[src/rtl/voice_allocator.sv]
// voice_allocator: assigns incoming MIDI note events to synth voices.
//
// An accepted event is latched, then every voice is examined one per clock
// (fixed VOICES-cycle scan). Note-ons go to a voice already playing the same
// key, else the lowest free idle voice, else the oldest voice. Note-offs
// release the voice playing the key, if there is one.
//
// Optional feature: define SUSTAIN_PEDAL_EN to add the sustain input. While
// sustain is high, note-offs only mark voices as sustained. A falling sustain
// edge releases every sustained voice.
//
// Ports
//   OSC_CLK      clock; all state changes on its rising edge
//   iRST         asynchronous active-high reset
//   sustain      sustain pedal level (SUSTAIN_PEDAL_EN only)
//   midi_valid   event strobe; accepted when midi_ready is high
//   midi_ready   high only while idle
//   midi_note_on 1 = note-on, 0 = note-off (a note-on with zero velocity is a note-off)
//   midi_key     key number
//   midi_vel     velocity
//   voice_free   per-voice envelope-idle flags, sampled only while scanning
//   keys_on      per-voice gate
//   note_on      new-note strobe, held for ON_HOLD cycles
//   cur_key_adr  voice index of the last processed event
//   cur_key_val  key of the last note-on
//   cur_vel_on   velocity of the last note-on
//   cur_vel_off  velocity of the last note-off
module voice_allocator #(
  parameter int unsigned VOICES  = 8,
  parameter int unsigned V_WIDTH = 3,
  parameter int unsigned ON_HOLD = 64
) (
  input  logic               OSC_CLK,
  input  logic               iRST,
`ifdef SUSTAIN_PEDAL_EN
  input  logic               sustain,
`endif
  input  logic               midi_valid,
  output logic               midi_ready,
  input  logic               midi_note_on,
  input  logic [6:0]         midi_key,
  input  logic [6:0]         midi_vel,
  input  logic [VOICES-1:0]  voice_free,
  output logic [VOICES-1:0]  keys_on,
  output logic               note_on,
  output logic [V_WIDTH-1:0] cur_key_adr,
  output logic [7:0]         cur_key_val,
  output logic [7:0]         cur_vel_on,
  output logic [7:0]         cur_vel_off
);

  localparam int unsigned        HoldW = $clog2(ON_HOLD + 1);
  localparam logic [V_WIDTH-1:0] LastV = V_WIDTH'(VOICES - 1);
  localparam logic [HoldW-1:0]   LastH = HoldW'(ON_HOLD - 1);

  typedef enum logic [1:0] {StIdle, StScan, StEmitOn, StEmitOff} state_e;

  state_e              r_state;
  logic                r_ready;
  logic [6:0]          r_key;
  logic [6:0]          r_vel;
  logic                r_is_on;
  logic [V_WIDTH-1:0]  r_scan_idx;
  logic                r_match_hit;
  logic [V_WIDTH-1:0]  r_match_idx;
  logic                r_free_hit;
  logic [V_WIDTH-1:0]  r_free_idx;
  logic [V_WIDTH-1:0]  r_old_idx;
  logic [V_WIDTH-1:0]  r_old_age;
  logic [HoldW-1:0]    r_hold_cnt;
  logic [VOICES-1:0]   r_keys_on;
  logic [6:0]          r_voice_key [VOICES];
  logic [V_WIDTH-1:0]  r_age [VOICES];
  logic                r_note_on;
  logic [V_WIDTH-1:0]  r_adr;
  logic [7:0]          r_kval;
  logic [7:0]          r_von;
  logic [7:0]          r_voff;
`ifdef SUSTAIN_PEDAL_EN
  logic                r_sus_q;
  logic [VOICES-1:0]   r_sustained;
`endif

  // Running scan results with the voice under examination folded in.
  logic                w_match_hit;
  logic [V_WIDTH-1:0]  w_match_idx;
  logic                w_free_hit;
  logic [V_WIDTH-1:0]  w_free_idx;
  logic [V_WIDTH-1:0]  w_old_idx;
  logic [V_WIDTH-1:0]  w_old_age;
  logic [V_WIDTH-1:0]  w_sel;

  always_comb begin
    w_match_hit = r_match_hit;
    w_match_idx = r_match_idx;
    if (!r_match_hit && r_keys_on[r_scan_idx] && (r_voice_key[r_scan_idx] == r_key)) begin
      w_match_hit = 1'b1;
      w_match_idx = r_scan_idx;
    end
    w_free_hit = r_free_hit;
    w_free_idx = r_free_idx;
    if (!r_free_hit && voice_free[r_scan_idx] && !r_keys_on[r_scan_idx]) begin
      w_free_hit = 1'b1;
      w_free_idx = r_scan_idx;
    end
    // Strict compare keeps the lowest index on equal ages.
    w_old_idx = r_old_idx;
    w_old_age = r_old_age;
    if (r_age[r_scan_idx] > r_old_age) begin
      w_old_idx = r_scan_idx;
      w_old_age = r_age[r_scan_idx];
    end
    if (w_match_hit) begin
      w_sel = w_match_idx;
    end else if (w_free_hit) begin
      w_sel = w_free_idx;
    end else begin
      w_sel = w_old_idx;
    end
  end

  always_ff @(posedge OSC_CLK or posedge iRST) begin
    if (iRST) begin
      r_state     <= StIdle;
      r_ready     <= 1'b0;
      r_key       <= '0;
      r_vel       <= '0;
      r_is_on     <= 1'b0;
      r_scan_idx  <= '0;
      r_match_hit <= 1'b0;
      r_match_idx <= '0;
      r_free_hit  <= 1'b0;
      r_free_idx  <= '0;
      r_old_idx   <= '0;
      r_old_age   <= '0;
      r_hold_cnt  <= '0;
      r_keys_on   <= '0;
      r_note_on   <= 1'b0;
      r_adr       <= '0;
      r_kval      <= '0;
      r_von       <= '0;
      r_voff      <= '0;
      for (int i = 0; i < int'(VOICES); i++) begin
        r_voice_key[i] <= '0;
        r_age[i]       <= '0;
      end
`ifdef SUSTAIN_PEDAL_EN
      r_sus_q     <= 1'b0;
      r_sustained <= '0;
`endif
    end else begin
`ifdef SUSTAIN_PEDAL_EN
      // Pedal release comes first so a same-cycle note-on still wins its voice.
      r_sus_q <= sustain;
      if (r_sus_q && !sustain) begin
        r_keys_on   <= r_keys_on & ~r_sustained;
        r_sustained <= '0;
      end
`endif
      unique case (r_state)
        StIdle: begin
          if (midi_valid && r_ready) begin
            r_ready     <= 1'b0;
            r_key       <= midi_key;
            r_vel       <= midi_vel;
            r_is_on     <= midi_note_on && (midi_vel != 7'd0);
            r_scan_idx  <= '0;
            r_match_hit <= 1'b0;
            r_match_idx <= '0;
            r_free_hit  <= 1'b0;
            r_free_idx  <= '0;
            r_old_idx   <= '0;
            r_old_age   <= '0;
            r_state     <= StScan;
          end else begin
            r_ready <= 1'b1;
          end
        end
        StScan: begin
          r_match_hit <= w_match_hit;
          r_match_idx <= w_match_idx;
          r_free_hit  <= w_free_hit;
          r_free_idx  <= w_free_idx;
          r_old_idx   <= w_old_idx;
          r_old_age   <= w_old_age;
          r_scan_idx  <= r_scan_idx + 1'b1;
          if (r_scan_idx == LastV) begin
            if (r_is_on) begin
              r_keys_on[w_sel]   <= 1'b1;
              r_voice_key[w_sel] <= r_key;
              r_adr              <= w_sel;
              r_kval             <= {1'b0, r_key};
              r_von              <= {1'b0, r_vel};
              r_note_on          <= 1'b1;
              r_hold_cnt         <= '0;
              r_state            <= StEmitOn;
              for (int i = 0; i < int'(VOICES); i++) begin
                if (i == int'(w_sel)) begin
                  r_age[i] <= '0;
                end else if (r_age[i] != LastV) begin
                  r_age[i] <= r_age[i] + 1'b1;
                end
              end
`ifdef SUSTAIN_PEDAL_EN
              r_sustained[w_sel] <= 1'b0;
`endif
            end else if (w_match_hit) begin
`ifdef SUSTAIN_PEDAL_EN
              if (sustain) begin
                r_sustained[w_match_idx] <= 1'b1;
              end else begin
                r_keys_on[w_match_idx] <= 1'b0;
              end
`else
              r_keys_on[w_match_idx] <= 1'b0;
`endif
              r_adr   <= w_match_idx;
              r_voff  <= {1'b0, r_vel};
              r_state <= StEmitOff;
            end else begin
              r_ready <= 1'b1;
              r_state <= StIdle;
            end
          end
        end
        StEmitOn: begin
          if (r_hold_cnt == LastH) begin
            r_note_on <= 1'b0;
            r_ready   <= 1'b1;
            r_state   <= StIdle;
          end else begin
            r_hold_cnt <= r_hold_cnt + 1'b1;
          end
        end
        StEmitOff: begin
          r_ready <= 1'b1;
          r_state <= StIdle;
        end
        default: r_state <= StIdle;
      endcase
    end
  end

  assign midi_ready  = r_ready;
  assign keys_on     = r_keys_on;
  assign note_on     = r_note_on;
  assign cur_key_adr = r_adr;
  assign cur_key_val = r_kval;
  assign cur_vel_on  = r_von;
  assign cur_vel_off = r_voff;

endmodule

[config.mk]
export PLATFORM = sky130hd
export DESIGN_NAME = voice_allocator
export DESIGN_NICKNAME = d
export VERILOG_FILES = /design/src/rtl/voice_allocator.sv
export SDC_FILE = /design/constraint.sdc
export NUM_CORES = 1
export LEC_CHECK = 0
export CAP_MARGIN = 10
export CORE_MARGIN = 2
export CORE_UTILIZATION = 59
export DETAILED_ROUTE_END_ITERATION = 8
export PLACE_DENSITY = 0.81
export SYNTH_ARGS = -nofsm -noshare
export SYNTH_HDL_FRONTEND = slang
export SYNTH_SLANG_ARGS = --single-unit
[constraint.sdc]
create_clock -name OSC_CLK -period 6.9 [get_ports OSC_CLK]
set_clock_uncertainty 0.2 [all_clocks]
set_input_delay 1.725 -clock OSC_CLK [delete_from_list [all_inputs] [get_ports OSC_CLK]]
set_output_delay 1.725 -clock OSC_CLK [all_outputs]
set_load 0.03 [all_outputs]
=== After elaboration in Yosys (flattened, before gate mapping) ===
Index checks and enable logic that the tools add are counted.

* Input bits: 26
* Register bits: 155
* Output and inout bits: 37

* Order comparisons: 9
* Muxes and demuxes: 74
* $add $sub $neg: 10
* Eq/ne operators: 29
* Reductions and logical operators: 44
* Bitwise gates (word level): 6

{| class="wikitable"
|+ Operators by type and width
! operator !! number
|-
| $mux W3 || 27
|-
| $bwmux W56 || 1
|-
| $reduce_and A4 Y1 || 12
|-
| $mux W7 || 6
|-
| $pmux W3 S2 || 5
|-
| $add A3 B1 Y3 const B || 9
|-
| $ne A3 B3 Y1 const B || 8
|-
| $reduce_bool A2 Y1 || 11
|-
| $bmux W7 S3 || 1
|-
| $demux W7 S3 || 1
|-
| $mux W8 || 2
|-
| $ne A2 B2 Y1 const B || 8
|-
| $mux W1 || 15
|-
| $pmux W7 S2 || 1
|-
| $eq A3 B3 Y1 const A || 4
|-
| $lt A3 B4 Y1 const B || 3
|-
| $reduce_and A3 Y1 || 4
|-
| $mux W2 || 5
|-
| $bmux W3 S3 || 1
|-
| $logic_and A1 B1 Y1 || 9
|-
| $and A8 B8 Y8 || 1
|-
| $ge A4 B4 Y1 const B || 2
|-
| $not A3 Y4 || 2
|-
| $not A8 Y8 || 1
|-
| other kinds (23) || 33
|}

=== Logic depth before layout (Yosys ltp) ===
Gate-level depths: netlist (run 1).

* Depth in word-level cells: 15
* Gate-level depth with buffers: 16
* Gate-level depth less buffers: 11

=== Worst setup path after synthesis (run 1) ===
No wires, ideal clock.

* Kind: flip-flop to flip-flop
* Start point: register r_scan_idx[0]
* End point: register r_voice_key[21] in the netlist's numbering
* Data arrival time: 4.312 ns
* Data required time: 6.575 ns
* Setup slack: 2.264 ns
* Period minus slack after synthesis: 4.636 ns
* Stages on the path, launching flop included: 17
* Setup time: 0.125 ns
* Cells stage by stage: dfrtp_1 -> buf_6 -> buf_2 -> buf_1 -> buf_1 -> mux4_2 -> mux2i_1 -> ha_1 -> nand3_1 -> o21ai_0 -> nor2_1 -> o311ai_0 -> a31o_2 -> a311o_1 -> a21oi_1 -> buf_2 -> mux2_2

* Longest elaborated chain between the ends: 14
* Elaborated cells on any way between the ends: 34
* Those cells by class: order compare: 3; eq/ne: 2; mux: 20; bitwise: 2; reduce/logical: 7

{| class="wikitable"
|+ Ends and longest elaborated chain
! element !! line !! RTL
|-
| start, declared || 63 || <nowiki>logic [V_WIDTH-1:0] r_scan_idx;</nowiki>
|-
| start signal, assigned || 186 || <nowiki>r_scan_idx <= r_scan_idx + 1'b1;</nowiki>
|-
| $not A3 Y4 (not written as such) || 96, 109 ||
|-
| $bmux W3 S3 or $bmux W7 S3 (tied branches) || 109, 96 ||
|-
| $mux W3 (not written as such) or $mux W7 (tied branches) (2 in series) || 109, 96 ||
|-
| $gt A3 B3 Y1 or $eq A7 B7 Y1 (tied branches) || 109, 96 ||
|-
| $mux W3 or $logic_and A1 B1 Y1 (tied branches) || 109, 96 ||
|-
| $mux W3, or another cell as far along || 115 || <nowiki>end else if (w_free_hit) begin</nowiki>
|-
| $mux W3 || 113 || <nowiki>if (w_match_hit) begin</nowiki>
|-
| $not A3 Y4 (not written as such) || 190 || <nowiki>r_voice_key[w_sel] <= r_key;</nowiki>
|-
| $ge A4 B4 Y1 (not written as such) or $lt A4 B1 Y1 (tied branches) || 190 ||
|-
| $logic_and A1 B1 Y1 (not written as such) || 190 ||
|-
| $mux W7 (not written as such) || 190 ||
|-
| $demux W7 S3 || 190 ||
|-
| $bwmux W56 || 190 ||
|-
| end signal, assigned by index || 190 ||
|-
| end, declared || 72 || <nowiki>logic [6:0] r_voice_key [VOICES];</nowiki>
|}

Parallel ways exist; a longest one is shown, timed or not. The select of a mux whose other input is x is not followed.
A chain may end at the register's enable or synchronous reset.

=== Worst setup path in the final report (run 1) ===
* Start point: register r_scan_idx[0]
* End point: register r_voice_key[7] in the netlist's numbering

Same word-level chain as after synthesis.

==> metrics.yaml, run 1 <==
logic_synthesis:
  synth_edf_count: 0
  avgSynthCellArea_um2: 11.10
  ys_ff_latch: 155
  seq_area_frac_synth: 0.4976
  synthesis.area_um2: 7795
  async_flop_share: 1.000
  synthCells: 702
  synth_cell_types: 57
  synth_ff_type: "dfrtp_1"
  yosys_warnings: 0
grt:
  track_usage: 0.2875
  grt_max_degree: 103
  overflow: 0
  grt_first_pass_wirelength_mm: 31.53
  antenna_found_initial: 0
  grt_pass1_vias: 6029
placement:
  place_worst_setup_slack_ns: 1.457
  dp_hpwl_mm: 12.25
  port_buffers: 59
  globalplace.congestion: 0.9526
die:
  core-area_um2: 12770
  dieHeight_um: 118.9
  die_w_um: 118.9
  rows: 41
  die-area_um2: 14150
  ios: 63
  start_util: 0.6102
sta:
  setup_violations: 0
  worst_pin_slew_ns: 1.249
  rsz0062_at_grt: "false"
  drv_slew: 0
  hold_viol: 0
  final.setup.tns_ns: 0
  post-route-period-util: 0.7560
  fmax_mhz: 191.7
  worst_slack_ns: 1.684
  fin_crit_ns: 5.216
  relSlewSlack: 0.1631
routing:
  drt-initial-drc-count: 444
  via_per_inst: 6.125
  drcViolationCount: 0
  routedWlPerCell_um: 20.31
  ant_nets: 0
  vias: 5696
  first_pass_iters: 7
  finalWirelength_mm: 18.89
clock_network:
  cts_tree: "done"
  cts_max_path_buffers: 2
  clk_pin_slew_worst_paths_ns: 0.06
  ctsResizeCount: 0
  cts-root-buf: "clkbuf_16"
  insertion_delay_ns: 0.42
  cts_made_buffers: 17
  clock-sinks: 155
  htreeDepth: 4
  cts_setup_buffers: 0
  ctsHoldBuffers: 0
setup_path:
  path_class: "flop to flop"
  cp.arrival_ns: 5.32
  crit_fanout: 30
  crit_required_ns: 7.01
  worstSetupEndpointType: "flop"
  cp-start-kind: "flop"
power_and_ir_drop:
  p_leak_nw: 4.273
  power.density_nw_per_um2: 463.0
  vdd_drop_max_mv: 0.2572
finish:
  nets: 794
  final_common_cell: "dfrtp_1"
  drive_gt1_frac: 0.1794
  syn_to_final_growth_pct: 16.48
  final_core_util: 0.7108
  final_cell_mix: "154 x dfrtp_1, 123 x nand2_1, 59 x clkdlybuf4s50_1"
  diodes: 0
min_path:
  min_path_type: "flop to flop"
status:
  status: "complete, no violations"
run:
  drv_cap: 0
==> layout make-up <==
| type | count | area [um2] |
|---|---|---|
| clock buffers | 19 | 442.9 |
| clock inverters | 12 | 172.7 |
| fillers | 881 | 3694 |
| inverters | 8 | 35.03 |
| multi-input cells | 494 | 3661 |
| flip-flops and latches | 155 | 3880 |
| well taps | 172 | 215.2 |
| repair buffers | 70 | 673.1 |
==> metrics by stage <==
stage          hold WS, ns  power, mW  cell area (um2)  instances
2_1_floorplan       0.2567      2.712             7802        704
3_3_place_gp        0.2606      3.100             8464        899
3_5_place_dp        0.2695      3.197             8464        899
4_1_cts             0.2783      4.193             9080        930
5_1_grt             0.3103      4.469             9080        930
6_report            0.2758      4.204             9080        930
==> cell families after synthesis <==
family	synth area share
DFF	0.4976
buffers and inverters	0.03435
adders and majority gates	0.03531
AOI/OAI and AO/OA	0.1019
other	0.0004811
muxes	0.1870
xor gates and xnor gates	0.02022
and+or+nand+nor	0.1231
==> final timing paths <==
path | start | to | slack (ns) | depth (start not counted)
min in group asynchronous | iRST | r_vel[0] | 1.67 | 2
worst min register to register | cur_key_val[5] | cur_key_val[5] | 0.28 | 2
worst min-delay path | cur_key_val[5] | cur_key_val[5] | 0.28 | 2
worst max-delay path | r_scan_idx[0] | r_voice_key[7] | 1.68 | 9
worst max register to register | r_scan_idx[0] | r_voice_key[7] | 1.68 | 9
max in group asynchronous | iRST | keys_on[7] | 3.55 | 3
==> flip-flops by register name (all words and copies together) (netlist names), 7 cells and up <==
signal	count
cur_key_val	7
cur_vel_off	7
cur_vel_on	7
keys_on	8
r_age	24
r_hold_cnt	7
r_key	7
r_vel	7
r_voice_key	56
==> critical path, cell delays in order (launching register included) <==
cell and delay, ns:
dfrtp_2 0.70, buf_4 0.49, mux4_2 0.57, mux2i_1 0.21
xor2_1 0.22, nand4_1 0.26, or2_0 0.62, a311o_1 0.46
a31oi_1 0.92, mux2_2 0.43
==> report_power, final <==
group,internal [mW],leakage [nW],switching [mW]
clock network,0.611,0.299,0.366
logic,0.761,1.96,0.933
registers,1.21,2.01,0.324
==> cell usage after synthesis, types with 10 or more instances <==
library cell	instances	area [um2]
clkbuf_1	25	93.84
dfrtp_1	155	3879
a21oi_1	19	95.09
buf_2	10	50.05
xor2_1	13	113.9
nand3_1	11	55.05
ha_1	22	275.3
o21ai_0	38	190.2
nand2_1	123	461.7
mux4_2	18	405.4
mux2_2	57	641.9
mux2_4	12	180.2
mux2i_1	23	230.2
nor2_1	39	146.4
==> layer usage <==
metal / part of all wire / GRT usage / up-vias
li1: - / - / 2568
met1: 0.42 / 0.3794 / 2866
met2: 0.49 / 0.4634 / 222
met3: 0.057 / 0.05508 / 40
met4: 0.029 / 0.1317 / 0
met5: 0 / 0 / -
Note: power is estimated with default switching activity, not from simulation.
==> inputs of run 2 (changes only) <==
clock period = 4.8 ns   (was 6.9 ns; I/O delays follow)
==> metrics.yaml, run 2 (synthesis results as in run 1) <==
power_and_ir_drop:
  power_mw: 6.040  # +44%
  power.density_nw_per_um2: 658.6  # +42%
  p_leak_nw: 4.327  # +1.3%
  vdd_drop_max_mv: 0.3308  # +29%
placement:
  globalplace.congestion: 0.9151  # -3.9%
  port_buffers: 59  # unchanged
  dp_hpwl_mm: 12.95  # +5.7%
die:
  die-area_um2: 14150  # unchanged
  die_w_um: 118.9  # unchanged
  dieHeight_um: 118.9  # unchanged
  start_util: 0.6102  # unchanged
  core-area_um2: 12770  # unchanged
  ios: 63  # unchanged
  rows: 41  # unchanged
finish:
  nets: 806  # +1.5%
  final_common_cell: "dfrtp_1"
  top_register: "r_voice_key"
  final_cell_mix: "154 x dfrtp_1, 123 x nand2_1, 59 x clkdlybuf4s50_1"
  largest_reg_flops: 56  # unchanged
  drive_gt1_frac: 0.1933  # +0.01384
  diodes: 0  # unchanged
  syn_to_final_growth_pct: 17.66
  final_core_util: 0.7180  # +0.007151
routing:
  ant_nets: 0  # unchanged
  vias: 5720  # +0.42%
  wl_met3_um: 986  # -8.2%
  highest_layer: "met4"
  first_pass_iters: 6  # -1
  finalWirelength_mm: 18.85  # -0.23%
  drt-initial-drc-count: 451  # +1.6%
  wl_met2_mm: 9.253  # -0.33%
  routedWlPerCell_um: 19.99  # -1.6%
  wl_met1_mm: 8.085  # +1.4%
  drcViolationCount: 0  # unchanged
  via_per_inst: 6.066  # -0.96%
grt:
  grt_first_pass_wirelength_mm: 31.47  # -0.18%
  overflow: 0  # unchanged
  grt_max_degree: 69  # -33%
  grt_pass1_vias: 5986  # -0.71%
  track_usage: 0.2850  # -0.002538
  antenna_found_initial: 0  # unchanged
clock_network:
  cts_max_path_buffers: 2  # unchanged
  cts_tree: "done"
  htreeDepth: 4  # unchanged
  cts_setup_buffers: 0  # unchanged
  cts-root-buf: "clkbuf_16"
  cts_made_buffers: 17  # unchanged
  ctsHoldBuffers: 0  # unchanged
  clk_pin_slew_worst_paths_ns: 0.06  # about the same
  ctsResizeCount: 0  # unchanged
  clock-sinks: 155  # unchanged
  insertion_delay_ns: 0.43  # about the same
sta:
  setup_violations: 0  # unchanged
  rsz0062_at_grt: "false"
  worst_pin_slew_ns: 0.9903  # -0.2592 ns
  fin_crit_ns: 4.466  # -0.7506 ns
  post-route-period-util: 0.9304  # +0.1744
  drv_slew: 0  # unchanged
  hold_viol: 0  # unchanged
  final.setup.tns_ns: 0  # unchanged
  fmax_mhz: 223.9  # +17%
  relSlewSlack: 0.3354  # +0.1723
setup_path:
  cp-start-kind: "flop"
  worstSetupEndpointType: "flop"
  cp.arrival_ns: 4.59  # -0.73 ns
  crit_required_ns: 4.92  # -2.09 ns
  crit_fanout: 11  # -63%
  path_class: "flop to flop"
  r2r_slack_ns: 0.33  # -1.35 ns
min_path:
  min_path_type: "flop to flop"
run:
  drv_cap: 0  # unchanged
status:
  status: "complete, no violations"
run 2: cell types whose count changed in the layout (fill, tap and decap cells not counted):
cell,delta
inv_6,+1
inv_8,+1
clkinv_2,-3
buf_4,+11
clkinv_4,+1
bufinv_16,-2
clkbuf_8,+2
clkinvlp_4,+1
buf_12,+1
run 2: per-stage QoR:
stage / instance area (um2) / std cells / hold slack [ns] / worst slack, ns
detailed placement: 8566 / 911 / 0.2623 / 0.1961
global placement: 8566 / 911 / 0.2583 / 0.2646
CTS: 9171 / 943 / 0.2781 / 0.4258
global route: 9171 / 943 / 0.3009 / 0.1614
floorplan: 7806 / 704 / 0.2567 / 0.1637
finish: 9171 / 943 / 0.2723 / 0.3342
run 2: cell type report:
| type | instances | area (um2) |
|---|---|---|
| Sequential cell | 155 | 3880 |
| Multi-Input combinational cell | 494 | 3661 |
| Fill cell | 874 | 3602 |
| Timing Repair Buffer | 82 | 775.7 |
| Clock buffer | 21 | 470.5 |
| Tap cell | 172 | 215.2 |
| Clock inverter | 11 | 135.1 |
| Inverter | 8 | 33.78 |
run 2: layer usage:
metal  up-vias  global-route usage
met5         -                   0
met4         0              0.1257
met2       173              0.4598
met1      2918              0.3743
met3        40             0.05987
li1       2589                   -
run 2: worst paths after layout:
check / endpoint / cells after the start / startpoint
max in group asynchronous: cur_vel_on[4] / 3 / iRST
hold / removal: cur_vel_on[3] / 2 / cur_vel_on[3]
hold reg to reg: cur_vel_on[3] / 2 / cur_vel_on[3]
setup reg to reg: r_voice_key[47] / 14 / r_scan_idx[1]
setup / recovery: r_voice_key[47] / 14 / r_scan_idx[1]
min in group asynchronous: cur_key_val[3] / 2 / iRST
run 2: worst max-delay path, stage by stage (launching register included):
cell and delay [ns]:
dfrtp_1 0.52, buf_4 0.30, mux4_2 0.32, mux2i_1 0.28, ha_1 0.20, inv_1 0.05, a211oi_1 0.42, nor2_1 0.20
o311ai_0 0.40, a31o_2 0.27, a32oi_1 0.14, buf_4 0.17, a211oi_1 0.29, buf_4 0.24, mux2_2 0.34
run 2: report_power, final:
part           total [mW]  leakage [nW]  switching [mW]  internal [mW]
Combinational        2.48          2.02            1.36           1.12
Clock                1.38         0.292           0.562          0.815
Sequential           2.19          2.01           0.449           1.74
==> inputs of run 3 (changes only) <==
--- a/constraint.sdc
+++ b/constraint.sdc
@@ -4,2 +4,2 @@
 set_output_delay 1.2 -clock OSC_CLK [all_outputs]
-set_load 0.03 [all_outputs]
+set_load 0.02 [all_outputs]
==> results of run 3 <==
The final DEF is identical to that of run 2. Status: complete, no violations.
Main changes from that run: total power 6.040 mW -> 5.974 mW; worst IR drop on VDD 0.3308 mV -> 0.3298 mV
